<file path="src/rtl/dma_pkg.sv">
// Shared definitions for the C2H descriptor issuer.
//   BEAT_BYTES      : bytes per beat of the 512-bit C2H stream
//   MAX_DSC_LEN_DEF : default descriptor size limit / alignment boundary
//   c2h_iss_state_t : issuer FSM state encoding
//   dsc_chunk()     : length of the next descriptor for a given address
package dma_pkg;

  localparam int BEAT_BYTES      = 64;
  localparam int MAX_DSC_LEN_DEF = 4096;

  typedef enum logic [1:0] {
    IDLE,
    ISSUE,
    WAIT_DATA,
    DONE
  } c2h_iss_state_t;

  // Largest chunk that neither exceeds the remaining length nor crosses a
  // max_len boundary. max_len is a power of two, so the offset inside the
  // current window is a mask of the low address bits.
  function automatic logic [31:0] dsc_chunk(input logic [63:0] addr,
                                            input logic [31:0] rem_len,
                                            input logic [31:0] max_len);
    logic [31:0] room;
    room      = max_len - (addr[31:0] & (max_len - 32'd1));
    dsc_chunk = (rem_len < room) ? rem_len : room;
  endfunction

endpackage

</file>
<file path="src/rtl/dma_c2h_dsc_issuer_if.sv">
// Bundle of the issuer's bus-level signals.
//   s_cmd_*            : write command handshake (addr/len) into the issuer
//   c2h_dsc_byp_*_0    : descriptor bypass toward the DMA engine
//   mon_c2h_*          : passive tap of the C2H stream handshake
// Modports: slave = the issuer, master = whatever drives commands/stream.
interface dma_c2h_dsc_issuer_if;

  logic        s_cmd_valid;
  logic        s_cmd_ready;
  logic [63:0] s_cmd_addr;
  logic [31:0] s_cmd_len;

  logic        c2h_dsc_byp_ready_0;
  logic [63:0] c2h_dsc_byp_addr_0;
  logic [31:0] c2h_dsc_byp_len_0;
  logic        c2h_dsc_byp_load_0;

  logic        mon_c2h_valid;
  logic        mon_c2h_ready;
  logic        mon_c2h_last;

  modport slave (
    input  s_cmd_valid, s_cmd_addr, s_cmd_len,
    output s_cmd_ready,
    input  c2h_dsc_byp_ready_0,
    output c2h_dsc_byp_addr_0, c2h_dsc_byp_len_0, c2h_dsc_byp_load_0,
    input  mon_c2h_valid, mon_c2h_ready, mon_c2h_last
  );

  modport master (
    output s_cmd_valid, s_cmd_addr, s_cmd_len,
    input  s_cmd_ready,
    output c2h_dsc_byp_ready_0,
    input  c2h_dsc_byp_addr_0, c2h_dsc_byp_len_0, c2h_dsc_byp_load_0,
    output mon_c2h_valid, mon_c2h_ready, mon_c2h_last
  );

endinterface

</file>
<file path="src/rtl/dma_c2h_dsc_issuer.sv">
// C2H descriptor issuer: splits one host write command into descriptors
// that never cross a MAX_DSC_LEN boundary, feeds them to the DMA bypass
// port, then waits until one stream tlast per descriptor has been seen.
// Ports:
//   pcie_clk, pcie_aresetn : clock, async active-low reset
//   bus (slave)            : command, descriptor bypass and stream tap
//   cmd_done               : 1-cycle pulse when a command completes
//   busy                   : FSM not in IDLE
//   dsc_count              : free-running count of issued descriptors
module dma_c2h_dsc_issuer
  import dma_pkg::*;
#(
  parameter int MAX_DSC_LEN = MAX_DSC_LEN_DEF
) (
  input  logic                 pcie_clk,
  input  logic                 pcie_aresetn,
  dma_c2h_dsc_issuer_if.slave  bus,
  output logic                 cmd_done,
  output logic                 busy,
  output logic [31:0]          dsc_count
);

  c2h_iss_state_t state, state_n;

  logic [63:0] cur_addr;
  logic [31:0] rem_len;
  logic [31:0] chunk;
  logic [15:0] issued_cnt;
  logic [15:0] last_cnt;
  logic        load;
  logic        tlast;
  logic        last_match;

  assign chunk = dsc_chunk(cur_addr, rem_len, 32'(MAX_DSC_LEN));
  assign load  = (state == ISSUE) && bus.c2h_dsc_byp_ready_0;
  assign tlast = bus.mon_c2h_valid && bus.mon_c2h_ready && bus.mon_c2h_last;

  // A beat landing in the comparison cycle already closes the gap.
  assign last_match = (last_cnt == issued_cnt) ||
                      (tlast && ((last_cnt + 16'd1) == issued_cnt));

  assign bus.s_cmd_ready        = (state == IDLE);
  assign bus.c2h_dsc_byp_load_0 = load;
  assign bus.c2h_dsc_byp_addr_0 = cur_addr;
  assign bus.c2h_dsc_byp_len_0  = chunk;
  assign busy                   = (state != IDLE);

  always_ff @(posedge pcie_clk or negedge pcie_aresetn) begin
    if (!pcie_aresetn) state <= IDLE;
    else               state <= state_n;
  end

  always_comb begin
    state_n = state;
    case (state)
      IDLE:      if (bus.s_cmd_valid)
                   state_n = (bus.s_cmd_len == 32'd0) ? DONE : ISSUE;
      ISSUE:     if (load && (rem_len == chunk)) state_n = WAIT_DATA;
      WAIT_DATA: if (last_match) state_n = DONE;
      DONE:      state_n = IDLE;
      default:   state_n = IDLE;
    endcase
  end

  always_ff @(posedge pcie_clk or negedge pcie_aresetn) begin
    if (!pcie_aresetn) begin
      cur_addr   <= '0;
      rem_len    <= '0;
      issued_cnt <= '0;
      last_cnt   <= '0;
      dsc_count  <= '0;
      cmd_done   <= 1'b0;
    end else begin
      // Registered, so the pulse lands the cycle after DONE.
      cmd_done <= (state == DONE);

      if (state == IDLE && bus.s_cmd_valid) begin
        cur_addr <= bus.s_cmd_addr;
        rem_len  <= bus.s_cmd_len;
      end else if (load) begin
        cur_addr <= cur_addr + 64'(chunk);
        rem_len  <= rem_len - chunk;
      end

      if (state == DONE)  issued_cnt <= '0;
      else if (load)      issued_cnt <= issued_cnt + 16'd1;

      if (load) dsc_count <= dsc_count + 32'd1;

      // Early tlasts (before their descriptor) still count; IDLE beats
      // belong to no command and are dropped.
      if (state == DONE)                 last_cnt <= '0;
      else if (state != IDLE && tlast)   last_cnt <= last_cnt + 16'd1;
    end
  end

endmodule

</file>
<file path="src/flat_wrapper.sv">
// flat-port wrapper written by rule: the top's interface ports become plain ports
module dma_c2h_dsc_issuer_flat import dma_pkg::*;
#(
  parameter int MAX_DSC_LEN = MAX_DSC_LEN_DEF
)
  (pcie_clk, pcie_aresetn, cmd_done, busy, dsc_count, bus_s_cmd_valid, bus_s_cmd_addr, bus_s_cmd_len, bus_s_cmd_ready, bus_c2h_dsc_byp_ready_0, bus_c2h_dsc_byp_addr_0, bus_c2h_dsc_byp_len_0, bus_c2h_dsc_byp_load_0, bus_mon_c2h_valid, bus_mon_c2h_ready, bus_mon_c2h_last);
  dma_c2h_dsc_issuer_if bus_i ();
  input  logic pcie_clk;
  input  logic pcie_aresetn;
  output logic cmd_done;
  output logic busy;
  output logic [31:0] dsc_count;
  input wire logic [$bits(bus_i.s_cmd_valid)-1:0] bus_s_cmd_valid;
  input wire logic [$bits(bus_i.s_cmd_addr)-1:0] bus_s_cmd_addr;
  input wire logic [$bits(bus_i.s_cmd_len)-1:0] bus_s_cmd_len;
  output wire logic [$bits(bus_i.s_cmd_ready)-1:0] bus_s_cmd_ready;
  input wire logic [$bits(bus_i.c2h_dsc_byp_ready_0)-1:0] bus_c2h_dsc_byp_ready_0;
  output wire logic [$bits(bus_i.c2h_dsc_byp_addr_0)-1:0] bus_c2h_dsc_byp_addr_0;
  output wire logic [$bits(bus_i.c2h_dsc_byp_len_0)-1:0] bus_c2h_dsc_byp_len_0;
  output wire logic [$bits(bus_i.c2h_dsc_byp_load_0)-1:0] bus_c2h_dsc_byp_load_0;
  input wire logic [$bits(bus_i.mon_c2h_valid)-1:0] bus_mon_c2h_valid;
  input wire logic [$bits(bus_i.mon_c2h_ready)-1:0] bus_mon_c2h_ready;
  input wire logic [$bits(bus_i.mon_c2h_last)-1:0] bus_mon_c2h_last;
  assign bus_i.s_cmd_valid = bus_s_cmd_valid;
  assign bus_i.s_cmd_addr = bus_s_cmd_addr;
  assign bus_i.s_cmd_len = bus_s_cmd_len;
  assign bus_s_cmd_ready = bus_i.s_cmd_ready;
  assign bus_i.c2h_dsc_byp_ready_0 = bus_c2h_dsc_byp_ready_0;
  assign bus_c2h_dsc_byp_addr_0 = bus_i.c2h_dsc_byp_addr_0;
  assign bus_c2h_dsc_byp_len_0 = bus_i.c2h_dsc_byp_len_0;
  assign bus_c2h_dsc_byp_load_0 = bus_i.c2h_dsc_byp_load_0;
  assign bus_i.mon_c2h_valid = bus_mon_c2h_valid;
  assign bus_i.mon_c2h_ready = bus_mon_c2h_ready;
  assign bus_i.mon_c2h_last = bus_mon_c2h_last;
  dma_c2h_dsc_issuer #(.MAX_DSC_LEN(MAX_DSC_LEN)) u_core (.pcie_clk(pcie_clk), .pcie_aresetn(pcie_aresetn), .bus(bus_i), .cmd_done(cmd_done), .busy(busy), .dsc_count(dsc_count));
endmodule
</file>
<file path="config.mk">
export PLATFORM = sky130hd
export DESIGN_NAME = dma_c2h_dsc_issuer_flat
export DESIGN_NICKNAME = d
export VERILOG_FILES = /design/src/rtl/dma_pkg.sv /design/src/rtl/dma_c2h_dsc_issuer_if.sv /design/src/rtl/dma_c2h_dsc_issuer.sv /design/src/flat_wrapper.sv
export SDC_FILE = /design/constraint.sdc
export NUM_CORES = 1
export LEC_CHECK = 0
export ABC_AREA = 1
export ABC_CLOCK_PERIOD_IN_PS = 10330
export BUFFER_PORTS_ARGS = -buffer_cell sky130_fd_sc_hd__buf_2
export CAP_MARGIN = 20
export CORE_ASPECT_RATIO = 1.25
export CORE_UTILIZATION = 25
export CTS_BUF_LIST = sky130_fd_sc_hd__clkbuf_16
export CTS_CLUSTER_DIAMETER = 30
export DETAILED_ROUTE_END_ITERATION = 8
export PLACE_DENSITY = 0.52
export SYNTH_ARGS = -nofsm -noshare
export SYNTH_HDL_FRONTEND = slang
export SYNTH_SLANG_ARGS = --single-unit
</file>
<file path="constraint.sdc">
create_clock -name pcie_clk -period 10.33 [get_ports pcie_clk]
set_input_delay 1.033 -clock pcie_clk [delete_from_list [all_inputs] [get_ports pcie_clk]]
set_output_delay 1.033 -clock pcie_clk [all_outputs]
set_load 0.02 [all_outputs]
</file>
Yosys cells after proc, flatten, opt, wreduce, memory -nomap -nowiden --
Index checks and enable logic that the tools add are counted.
Storage, ports and cells: bits in registers 163, latch bits 0, memory bits (writable) 0, memory bits (read-only) 0, input port bits 103, output and inout port bits 132, word-level logic and storage cells 52, memories kept 0
Cells by class: add/subtract/negate cells 6, $mul 0, div/mod/pow operators 0, $lt $le $gt $ge 1, equality and inequality tests 9, shifts and indexed selects 0, mux-type cells 14, bitwise gates (word level) 0, reductions and logical operators 15
Operators by type and width (number):
- $mux 64 | 2
- $mux 32 | 3
- $add 64x32->64 | 1
- $mux 16 | 4
- $add 16x1->16 const B | 2
- $add 32x1->32 const B | 1
- $eq 16x16->1 | 2
- $eq 32x32->1 | 1
- $logic_not 32->1 | 1
- $lt 32x32->1 | 1
- $sub 32x32->32 | 1
- $sub 13x12->14 const A | 1
- $mux 2 | 4
- $pmux 2 s4 | 1
- $reduce_bool 2->1 | 4
- $logic_and 1x1->1 | 7
- $eq 2x2->1 const B | 2
- $ne 2x2->1 const B | 2
- $reduce_and 3->1 | 1
- $eq 2x1->1 const B | 1
- $logic_not 2->1 | 1
- $ne 2x1->1 const B | 1
- $logic_or 1x1->1 | 1

Depth between registers and ports, before layout --
depth in word-level cells 7, depth in mapped cells 36

Least setup slack after synthesis --
Ideal clock, no wire load.
kind register -> register, from register u_core.cur_addr[1], in the netlist u_core.bus.c2h_dsc_byp_addr_0[1], to register u_core.cur_addr[62], in the netlist u_core.bus.c2h_dsc_byp_addr_0[62], setup time 124 ps, data arrival time 5056 ps, setup slack 5150 ps, cell stages (with the launch flop) 33, buffers on the path 1, period minus slack after synthesis 5180 ps, path through dfrtp_1 inv_1 ha_1 nand3_1 nor3_1 inv_1 nor2_1 inv_1 nor2_1 nand4_1 or2_1 ha_1 nor3_1 nand4_1 a311oi_1 nand2_1 clkbuf_1 o21ai_0 ha_1 inv_1 fa_1 inv_1 nand3_1 nand2_1 a21boi_0 o21ai_1 nand3_1 nand2_1 nand2_1 nand3_1 nand2_1 nand2_1 nand3_1
On the way: cells in the longest elaborated chain, start to end 6
RTL lines:
- start, declared | RTL line dma_c2h_dsc_issuer.sv:25 | logic [63:0] cur_addr;
- start signal, assigned | RTL line dma_c2h_dsc_issuer.sv:78 | cur_addr <= bus.s_cmd_addr;
- start signal, assigned | RTL line dma_c2h_dsc_issuer.sv:81 | cur_addr <= cur_addr + 64'(chunk);
- $sub 13x12->14 | RTL line dma_pkg.sv:25 | room = max_len - (addr[31:0] & (max_len - 32'd1));
- $lt 32x32->1 | RTL line dma_pkg.sv:26 | dsc_chunk = (rem_len < room) ? rem_len : room;
- $mux 32 | RTL line dma_pkg.sv:26
- via bus_c2h_dsc_byp_len_0[0] | RTL line flat_wrapper.sv:19 | output wire logic [$bits(bus_i.c2h_dsc_byp_len_0)-1:0] bus_c2h_dsc_byp_len_0;
- $add 64x32->64 | RTL line dma_c2h_dsc_issuer.sv:81
- $mux 64 | RTL line dma_c2h_dsc_issuer.sv:80 | end else if (load) begin
- $mux 64 | RTL line dma_c2h_dsc_issuer.sv:77 | if (state == IDLE && bus.s_cmd_valid) begin
The timed path passes the listed nets, and every way through them passes these cells. The select of a mux whose other input is x is not followed. A chain may end at the register's enable or synchronous reset.

Worst setup path after layout --
from register u_core.cur_addr[0], in the netlist u_core.bus.c2h_dsc_byp_addr_0[0], to register u_core.cur_addr[34], in the netlist u_core.bus.c2h_dsc_byp_addr_0[34]
On the way: cells in the longest elaborated chain, start to end 6
RTL lines (RTL line):
- $sub 13x12->14 | dma_pkg.sv:25
- $lt 32x32->1 | dma_pkg.sv:26
- $mux 32 | dma_pkg.sv:26
- $add 64x32->64 (*) | dma_c2h_dsc_issuer.sv:81
- $mux 64 (*) | dma_c2h_dsc_issuer.sv:80
- $mux 64 (*) | dma_c2h_dsc_issuer.sv:77
Mark *: on every way between the ends. The rest lies on a longest branch, timed or not. The select of a mux whose other input is x is not followed.

==> summary by stage <==
Outcome
The run finished with clean final reports.

Power
The combinational share of power is 61.7%. The largest voltage drop on the vdd net is 131.9 uV. The total power per unit cell area is 303.2 nW/um^2. Overall power consumption after layout is estimated at 4.786 mW.

The internal cell power is 2.153 mW. The leakage power is 7.787 nW. The clock network is responsible for 14.4% of the overall power. The net switching power is 2.633 mW.

The switching part of the total power is 55.02%. The share of power burned in registers is 24.0%.

Worst setup path
Grouping stages by cell kind, the critical path spends the most delay in simple AND/OR/NAND/NOR gates. Among all stages on the critical path, the largest delay is contributed by sky130_fd_sc_hd__o21ai_0. The total buffers and inverters traversed by the critical path is 5. The endpoint type of the worst setup path is a flop. The top fanout value on the critical path is 21.

The required time of the critical path is 10.70 ns. STA classifies the critical path startpoint as a flop. Data arrives at the worst endpoint at 6.68 ns. The category of the critical setup timing path is flop to flop. The highest cell delay on the worst timing path is 0.72 ns. By instance count, the cell type seen most on the critical path is sky130_fd_sc_hd__nand2_1.

Global routing
In the global route stage, met1 resource usage came out at 21.67%. The met3 capacity usage during global routing is 3.514%. In the global route stage, met2 resource usage came out at 36.76%.

Entering global routing, the biggest net connects 66 pins. The initial antenna violation count came to 1. The global routing's busiest layer is met2. The global-route congestion overflow total is 0. The first global-routing pass estimated 81490 um of wire. Across every metal layer, demand over resource in global routing totals 19.76%. The number of global-route vias before repair is 14340.

Drt
In this run, the number of DRC markers left after iteration 0 of detailed routing was 845. In the routed design, unresolved DRC markers number 0. The residual antenna-violating net count after detailed routing is 0. The detailed-route wire length per cell is 18.25 um. The routed layout has 14130 vias. The iteration count of the initial detailed-routing pass is 6. Summed over all layers, the routed wires come to 53120 um.

The detailed-route vias per instance is 4.857.

Place
The congestion estimate from routability-driven global placement came to 0.9402. In this run the cell area measured after placement is 15190 um^2. The number of buffers inserted by port buffering is 215. Once placement completed, the tool counted placed cells totaling 2878. The HPWL after detailed placement is 42160 um.

STA
The number of failing setup endpoints in the final timing report is 0. On the final layout, the worst clock skew is 0.01327 ns. The period utilization is 61.09%.

For the pin with the worst max-slew slack, the measured transition is 1.091 ns. The final count of pins violating max slew is 0. The final-layout setup total negative slack is 0 ns. Setup repair after global routing left no endpoint under its margin. The max-slew headroom at the worst pin is 27.16%. The number of failing hold endpoints at the final stage came to 0. Based on the critical path, the design can be clocked at up to 158.5 MHz. The post-route minimum period is 6.310 ns.

Cells and area
The net count of the finished layout is 2395. From synthesis to final layout, the design area changed by 18.29%. The most frequent standard cell in the layout excluding fill and tap cells is sky130_fd_sc_hd__nand2_1.

The top cell types in the final layout, fill and taps aside, are sky130_fd_sc_hd__nand2_1, sky130_fd_sc_hd__inv_1, sky130_fd_sc_hd__buf_2. Of the cells placed in the final design, the portion with a size suffix greater than 1 is 13.09%. The number of standard cells in the layout, taps in and fillers out is 2910. After routing the design area is 15780 um^2. 0 antenna diodes ended up in the layout.

Clock network
The H-tree level count is 4. Clock tree synthesis found a total of 163 sinks. The clock tree root driver cell is sky130_fd_sc_hd__clkbuf_16. The CTS tree is yes. The clock transition time at the flip-flop clock pins of the worst setup and hold paths is 0.07 ns.

The number of cells upsized or downsized after cts is 0. The post-CTS repair timing setup buffer count is 0. Buffers inserted to repair hold after CTS numbered 0. The number of buffers added by the clock tree synthesis step is 17. For the worst-skew pair, the clock arrives at the later sink with an insertion delay of 0.50 ns. The number of buffers on the longest clock path is 2.

Min path
The worst hold path belongs to the class flop to flop.

Synth
For this run, the register share of the synthesized area comes to 30.57%. Synthesis produced 2001 cells. The area of the mapped netlist is 13340 um^2. Counting flops with a built-in enable in the synthesized netlist gives 0.

The main flop type after synthesis is sky130_fd_sc_hd__dfrtp_1. The number of different library cells in the post-synthesis netlist is 55. The synthesis-stage register bit count is 163. The count of warnings emitted by yosys is 0. The average instance area after synthesis is 6.668 um^2.

The fraction of registers with async set or reset after synthesis is 100.0%.

Floorplan
The floorplan has 94 rows. The die height is 260.3 um. The core box area is 52690 um^2. From left edge to right edge, the die measures 208.6 um. During I/O placement, the number of pins put on the boundary was 235. The die covers 54300 um^2. The initial utilization of the core area, before any placement, comes to 25.32%.

Run
The tool flagged a number of max-cap violations equal to 0.
## flip-flops by register name, indices dropped and copies added, names as in the netlist
register	cells
u_core.dsc_count	32
u_core.last_cnt	16
u_core.cmd_done	1
u_core.state	2
u_core.rem_len	32
u_core.issued_cnt	16
u_core.bus.c2h_dsc_byp_addr_0	64
## cell type report
class                   count  area [um^2]
repair buffers            223         1142
well taps                 672        840.8
multi-input cells        1551         8119
fillers                  5936        36910
clock inverters            15        166.4
flip-flops and latches    163         4079
inverters                 269         1010
clock buffers              17        425.4
## power groups by stage
stage	sequential (mW)	clock (mW)	combinational [mW]
2_1_floorplan	1.21	0	1.88
3_3_place_gp	1.16	0	2.87
3_5_place_dp	1.15	0	2.90
4_1_cts	1.15	0.714	2.91
5_1_grt	1.18	0.737	3.28
6_report	1.15	0.687	2.95
## synthesized netlist by cell type, drive strengths merged, types with 2 or more instances
library cell / instances / share of area, %
o21ai: 136 / 5.1
nand4: 39 / 1.8
and3: 2 / 0.094
a31oi: 2 / 0.094
nand3: 147 / 5.6
and2: 2 / 0.094
o221ai: 11 / 0.72
dfrtp: 163 / 31
nand2: 538 / 15
inv: 266 / 7.5
a21o: 5 / 0.28
a21oi: 98 / 3.7
o21bai: 12 / 0.68
buf: 22 / 1.2
xnor2: 23 / 1.5
a22o: 5 / 0.33
or2: 5 / 0.23
nor3: 50 / 2.3
nor4: 28 / 1.4
o211ai: 23 / 1.3
clkbuf: 33 / 0.93
clkinv: 3 / 0.084
fa: 2 / 0.30
nor2: 215 / 6.3
a21boi: 5 / 0.31
o31ai: 2 / 0.11
nand3b: 3 / 0.17
nor3b: 3 / 0.17
xor2: 66 / 4.3
o22ai: 18 / 0.84
ha: 65 / 6.1
## path summary, 6_finish.rpt
kind	cells past startpoint	startpoint	slack, ns	to
worst max-delay path	31	u_core.bus.c2h_dsc_byp_addr_0[0]	4.02	u_core.bus.c2h_dsc_byp_addr_0[34]
worst min-delay path	1	u_core.dsc_count[31]	0.46	u_core.dsc_count[31]
worst max register to register	31	u_core.bus.c2h_dsc_byp_addr_0[0]	4.02	u_core.bus.c2h_dsc_byp_addr_0[34]
worst min register to register	1	u_core.dsc_count[31]	0.46	u_core.dsc_count[31]
max in group asynchronous	3	pcie_aresetn	7.82	u_core.last_cnt[14]
min in group asynchronous	1	pcie_aresetn	0.51	u_core.bus.c2h_dsc_byp_addr_0[39]
## worst reg2reg max path, delay by kind of cell (launching register included)
| family | cells | cell delay (ns) |
|---|---|---|
| DFF | 1 | 0.44 |
| AOI/OAI and AO/OA | 6 | 1.99 |
| adders and majority gates | 3 | 0.96 |
| buffers and inverters | 5 | 0.55 |
| and+or+nand+nor | 17 | 2.24 |
## layer usage
metal / vias to the layer above / routed length (um)
met2: 381 / 27570
met1: 6680 / 21060
met4: 2 / 2233
met3: 98 / 2237
li1: 6972 / -
met5: - / 12
## cell families (layout without fill, tap and decap cells)
kind of cell    Yosys count  in the layout  share of synthesized area, %
fa+ha+maj                67             67                         6.395
xor+xnor                 89             89                         5.842
simple gates           1033           1033                         33.55
flops                   163            163                         30.57
other cells               1             38                       0.02811
compound gates          324            324                         13.92
buf+inv                 324            524                         9.696
## metrics by stage
stage,util [%],hold WS (ns),setup WS [ns]
floorplan,-,0.4854,5.150
global placement,28.83,0.4589,4.165
detailed placement,28.83,0.4627,4.086
CTS,29.95,0.4729,4.070
global route,29.95,0.5024,3.444
finish,29.95,0.4639,4.020
No activity file was read; power rests on OpenSTA's default activity.
